## src/rtl/eth_tx_arbiter_n.sv

```systemverilog
// N-port GMII transmit arbiter: whole-frame grants, registered byte mux,
// forced inter-frame gap and a stuck-grant watchdog.
module eth_tx_arbiter_n #(
  parameter int NUM_PORTS      = 4,
  parameter int RR_MODE        = 1,
  parameter int IFG_CYCLES     = 12,
  parameter int TIMEOUT_CYCLES = 4096
) (
  input  logic                         clk,
  input  logic                         rst,
  input  logic [NUM_PORTS-1:0]         port_req,
  input  logic [NUM_PORTS-1:0]         port_done,
  input  logic [NUM_PORTS-1:0]         port_tx_en,
  input  logic [8*NUM_PORTS-1:0]       port_txd,
  output logic [NUM_PORTS-1:0]         port_sel,
  output logic                         gmii_tx_en,
  output logic [7:0]                   gmii_txd,
  output logic [$clog2(NUM_PORTS)-1:0] owner_idx,
  output logic                         busy,
  output logic                         timeout_pulse
);

  localparam int IDX_W = $clog2(NUM_PORTS);
  localparam int WD_W  = $clog2(TIMEOUT_CYCLES);
  localparam int IFG_W = $clog2(IFG_CYCLES + 1);

  localparam logic [IDX_W-1:0] LAST_IDX = IDX_W'(NUM_PORTS - 1);
  localparam logic [WD_W-1:0]  WD_MAX   = WD_W'(TIMEOUT_CYCLES - 1);
  localparam logic [IFG_W-1:0] IFG_MAX  = IFG_W'(IFG_CYCLES - 1);

  typedef enum logic [1:0] {
    S_IDLE,
    S_GRANT,
    S_IFG
  } state_t;

  state_t               state_q, state_d;
  logic [NUM_PORTS-1:0] sel_q, sel_d;
  logic [IDX_W-1:0]     owner_q, owner_d;
  logic [IDX_W-1:0]     rr_q, rr_d;
  logic [WD_W-1:0]      wd_q, wd_d;
  logic [IFG_W-1:0]     ifg_q, ifg_d;
  logic                 tx_en_q, tx_en_d;
  logic [7:0]           txd_q, txd_d;
  logic                 to_q, to_d;

  logic                 win_found;
  logic [IDX_W-1:0]     win_idx;

  // Rotating search: round-robin starts at rr_q, fixed priority at 0.
  always_comb begin : arb
    int               s;
    logic [IDX_W-1:0] base;
    logic [IDX_W-1:0] cand;
    base      = (RR_MODE != 0) ? rr_q : '0;
    s         = 0;
    cand      = '0;
    win_found = 1'b0;
    win_idx   = '0;
    for (int i = 0; i < NUM_PORTS; i++) begin
      s = int'(base) + i;
      if (s >= NUM_PORTS) begin
        s = s - NUM_PORTS;
      end
      cand = IDX_W'(s);
      if (!win_found && port_req[cand]) begin
        win_found = 1'b1;
        win_idx   = cand;
      end
    end
  end

  always_comb begin
    state_d = state_q;
    sel_d   = sel_q;
    owner_d = owner_q;
    rr_d    = rr_q;
    wd_d    = wd_q;
    ifg_d   = ifg_q;
    to_d    = 1'b0;
    tx_en_d = (state_q == S_GRANT) && port_tx_en[owner_q];
    txd_d   = tx_en_d ? port_txd[{owner_q, 3'b000} +: 8] : 8'h00;
    unique case (state_q)
      S_IDLE: begin
        if (win_found) begin
          state_d = S_GRANT;
          sel_d   = NUM_PORTS'(1) << win_idx;
          owner_d = win_idx;
          wd_d    = '0;
          if (RR_MODE != 0) begin
            rr_d = (win_idx == LAST_IDX) ? '0 : win_idx + 1'b1;
          end
        end
      end
      S_GRANT: begin
        // A real end-of-frame wins over a watchdog expiry in the same cycle.
        if (port_done[owner_q]) begin
          state_d = S_IFG;
          sel_d   = '0;
          ifg_d   = '0;
        end else if (wd_q == WD_MAX) begin
          state_d = S_IFG;
          sel_d   = '0;
          ifg_d   = '0;
          to_d    = 1'b1;
        end else begin
          wd_d = wd_q + 1'b1;
        end
      end
      S_IFG: begin
        if (ifg_q == IFG_MAX) begin
          state_d = S_IDLE;
        end else begin
          ifg_d = ifg_q + 1'b1;
        end
      end
      default: begin
        state_d = S_IDLE;
        sel_d   = '0;
      end
    endcase
  end

  always_ff @(posedge clk or posedge rst) begin
    if (rst) begin
      state_q <= S_IDLE;
      sel_q   <= '0;
      owner_q <= '0;
      rr_q    <= '0;
      wd_q    <= '0;
      ifg_q   <= '0;
      tx_en_q <= 1'b0;
      txd_q   <= 8'h00;
      to_q    <= 1'b0;
    end else begin
      state_q <= state_d;
      sel_q   <= sel_d;
      owner_q <= owner_d;
      rr_q    <= rr_d;
      wd_q    <= wd_d;
      ifg_q   <= ifg_d;
      tx_en_q <= tx_en_d;
      txd_q   <= txd_d;
      to_q    <= to_d;
    end
  end

  assign port_sel      = sel_q;
  assign owner_idx     = owner_q;
  assign gmii_tx_en    = tx_en_q;
  assign gmii_txd      = txd_q;
  assign timeout_pulse = to_q;
  assign busy          = (state_q != S_IDLE);

endmodule
```

## config.mk

```make
export PLATFORM = sky130hd
export DESIGN_NAME = eth_tx_arbiter_n
export DESIGN_NICKNAME = d
export VERILOG_FILES = /design/src/rtl/eth_tx_arbiter_n.sv
export SDC_FILE = /design/constraint.sdc
export NUM_CORES = 1
export LEC_CHECK = 0
export ABC_AREA = 1
export CAP_MARGIN = 10
export CORE_ASPECT_RATIO = 1.1
export CORE_MARGIN = 4
export CORE_UTILIZATION = 45
export CTS_BUF_LIST = sky130_fd_sc_hd__clkbuf_4
export DETAILED_ROUTE_END_ITERATION = 6
export PLACE_DENSITY = 0.72
export SETUP_SLACK_MARGIN = 0.5
export SLEW_MARGIN = 15
export SYNTH_ARGS = -nofsm -noshare
export SYNTH_HDL_FRONTEND = slang
export SYNTH_SLANG_ARGS = --single-unit
```

## constraint.sdc

```tcl
create_clock -name clk -period 2.54 [get_ports clk]
set_clock_uncertainty 0.15 [all_clocks]
set_input_delay 0.508 -clock clk [delete_from_list [all_inputs] [get_ports clk]]
set_output_delay 0.508 -clock clk [all_outputs]
set_load 0.005 [all_outputs]
```

==> summary.md <==
| Metric | Value |
|---|---|
| Crit path launch type | `register` |
| Power per Cell Area | `about 1100 nW/um^2` |
| Pwr Total | `3.878 mW` |
| EDFF count, synth | `0` |
| Reg-to-Reg Start | `arb.base[0]` |
| CTS root buf | `clkbuf_4` |
| Worst r2r path cells | `13` |
| List of most frequent post-synthesis cells | `nand2_1 (91), nor2_1 (57), dfrtp_1 (36)` |
| Ys async rst share | `100.0%` |
| FF-to-FF setup slack | `0.52 ns` |
| # H-tree levels | `2` |
| Status | `finished clean` |
| Critical path class | `register to register` |
| Setup TNS | `0 ns` |
| DRT iter0 DRCs | `91` |
| Clk slew on worst S/H paths | `around 0.1 ns` |
| Floorplan die height | `slightly above 80 um` |
| Initial antenna violation count | `0` |
| Non-filler instance count after layout | `between 400 and 500` |
| Post-Place Cells | `roughly 440` |
| Syn nets | `379` |
| Filler instances | `roughly 380` |
| TritonCTS clock tree | `done` |
| Max Clock Freq | `slightly below 500 MHz` |
| First-pass GRT wire length | `9.487 mm` |
| Vias in the first global route | `2,129` |
| Leakage | `approximately 1.6 nW` |
| Most common cell on crit path | `nand2_2` |
| Final hold violations | `0` |
| Yosys synthesis warning count | `0` |
| Ports | `63` |
| Port-buffer cells | `a little over 60` |
| Diode count | `0` |
| Worst-Skew Late Latency | `about 0.35 ns` |
| Row cnt | `26` |
| Seq/Total Area, Yosys | `between 30% and 40%` |
| DP HPWL | `about 4.2 mm` |
| Synth-to-Final Area Change | `49.37%` |
| Syn Std Cell Area | `roughly 2300 sq um` |
| Starting Density | `between 40% and 50%` |
| Router iterations before antenna repair | `4` |
| DP Area | `between 2000 and 3000 sq um` |
| Synthesized area per cell | `about 7.0 sq um` |
| Synth Instances | `327` |
| Die area | `around 6300 sq um` |
| CTS Buf Count | `5` |
| Worst flop-to-flop path endpoint | `port_sel[0]` |
| Top_reg_cell synth | `dfrtp_1` |
| Largest net degree at the start of global routing | `37` |
| Routed wire length | `6.394 mm` |
| Vias post-DR | `~2,400` |
| DRC violations left | `0` |
| Crit path max fanout | `6` |
| Share of cells above drive strength 1 | `around a fifth` |
| Hold path depth | `2` |
| Vias/cell | `around 5.0` |
| Total track usage | `19.82%` |
| CP Data Required Time | `2.63 ns` |
| Slowest-stage cell, CP | `dfrtp_2` |
| Max-cap viol count | `0` |
| Final setup vio count | `0` |
| GP Congestion | `approximately 0.83` |
| Hold_sp | `port_sel[0]` |
| Net count, final | `around 460` |
| Routed Antenna Nets | `0` |
| Largest cells by area after synthesis | `dfrtp_1 (40%), nand2_1 (15%), nor2_1 (9.4%)` |
| DIE WIDTH | `~76 um` |
| Yosys top cell area share | `39.58%` |
| RSZ-0062 raised after global routing | `true` |
| Placeable Area | `around 4800 sq um` |
| CP max stage delay | `0.48 ns` |
| Slew @ Worst Pin | `approximately 0.46 ns` |
| Rel. slew slack | `between 60% and 70%` |
| Max-slew violations | `0` |
| Distinct cells, synth | `27` |
| FF+latch count, synth | `36` |
| CP arrival | `roughly 2.1 ns` |
| Clk buf depth | `2` |
| Hold WC Path Type | `register to register` |
| DR WL/cell | `13.72 um` |
| Final clock period utilization by the worst path | `79.43%` |
| Crit path time final | `approximately 2 ns` |
| Most frequent cell after synthesis | `nand2_1` |
| Critical path endpoint category | `register` |
| Fin area | `around 3400 sq um` |
| Worst Hold Endpoint | `port_sel[0]` |
| Sink Count | `36` |
| GR Overflow Total | `0` |
| Crit path cell chain | `buf_6 -> nand2_4 -> nand2_4 -> nand2_2 -> nand2_2 -> nor2_4 -> nand3_2 -> nand3_2 -> nand2_2 -> buf_6 -> ha_2 -> nand2_1 -> nand2_1` |
| Peak VDD IR | `~0.92 mV` |
| Largest area contributor in the netlist | `dfrtp_1` |
registers in the layout, summed over array words and instances (netlist names), 2 cells and up:
register   flops
wd_q          12
gmii_txd       8
ifg_q          4
port_sel       4
arb.base       2
owner_idx      2
state_q        2
power breakdown:
part | internal (mW) | switching, mW | total, mW
Clock | 0.406 | 0.204 | 0.609
Sequential | 0.730 | 0.118 | 0.848
Combinational | 1.06 | 1.37 | 2.42
Total | 2.19 | 1.69 | 3.88
worst max path at each step:
| stage | startpoint | end | slack (ns) | cells after the start |
|---|---|---|---|---|
| floorplan | port_req[3] | arb.base[1] | 0.65 | 11 |
| global placement | port_req[1] | arb.base[1] | 0.13 | 12 |
| detailed placement | port_req[3] | arb.base[1] | 0.06 | 12 |
| CTS | port_req[3] | arb.base[1] | 0.50 | 12 |
| global route | arb.base[0] | arb.base[1] | 0.41 | 13 |
| finish | arb.base[0] | port_sel[0] | 0.52 | 13 |
cell type report:
cell class	instances	area, sq um	share of cell area, %
multi-input combinational	248	1321	38.87
sequential	36	903.4	26.57
timing repair buffer	84	844.6	24.84
inverter	34	132.6	3.901
clock inverter	3	90.09	2.650
tap	56	70.07	2.061
clock buffer	5	37.54	1.104
cell usage in the layout (no fill, tap or decap), types with 2 or more instances in the layout:
master and instances:
nand2_1 79, clkdlybuf4s50_1 58, nor2_1 56, dfrtp_1 34
inv_1 25, o21ai_0 22, nand3_1 20, nand2_2 16
buf_4 15, a21oi_1 13, inv_2 6, nand3_2 6
clkbuf_4 5, buf_6 5, nand2_4 4, o21ai_1 4
xor2_1 4, nor2_4 3, nand3_4 3, ha_2 3
bufinv_16 3, inv_4 2, o21ai_2 2, nor3b_1 2
nand4_1 2, nand3b_1 2, ha_1 2, dfrtp_2 2
dlymetal6s2s_1 2, dlygate4sd2_1 2
cells by family after synthesis:
group,after synthesis,synth area share (%)
adder cells (fa/ha/maj),6,3.298
AND/OR/NAND/NOR,196,37.66
XOR/XNOR,4,1.539
AO/OA/AOI/OAI,42,9.566
flip-flops,36,39.58
buffers and inverters,43,8.356
through the flow:
| step | utilization (%) | worst slack [ns] | hold WS [ns] |
|---|---|---|---|
| 6_report | 71.09 | 0.5224 | 0.3292 |
| 2_1_floorplan | - | 0.6549 | 0.3154 |
| 5_1_grt | 71.09 | 0.4086 | 0.3675 |
| 3_3_place_gp | 61.51 | 0.1319 | 0.3053 |
| 4_1_cts | 66.64 | 0.5031 | 0.3395 |
| 3_5_place_dp | 61.51 | 0.05700 | 0.3131 |
metal layers:
metal	GRT usage, %	part of all wire [%]	vias up
li1	-	-	1200
met1	23.45	41	1070
met2	35.10	49	76
met3	5.811	8.8	5
met4	4.196	0.80	0
met5	0	0	-
worst max-delay path, delay by kind of cell, from the launching register on:
family,cells,cell delay (ns)
buffers and inverters,2,0.27
adders and majority gates,1,0.17
DFF,1,0.48
and+or+nand+nor,10,0.85
what timing repair did:
| action | 4_1_cts | 5_1_grt |
|---|---|---|
| cloned | 1 | 0 |
| endpoints found under the setup margin | 12 | 21 |
| pin swaps | 0 | 17 |
| buffers inserted | 7 | 9 |
| hold buffers | 0 | 0 |
| gates resized for setup | 11 | 43 |
(Power assumes the default switching activity.)
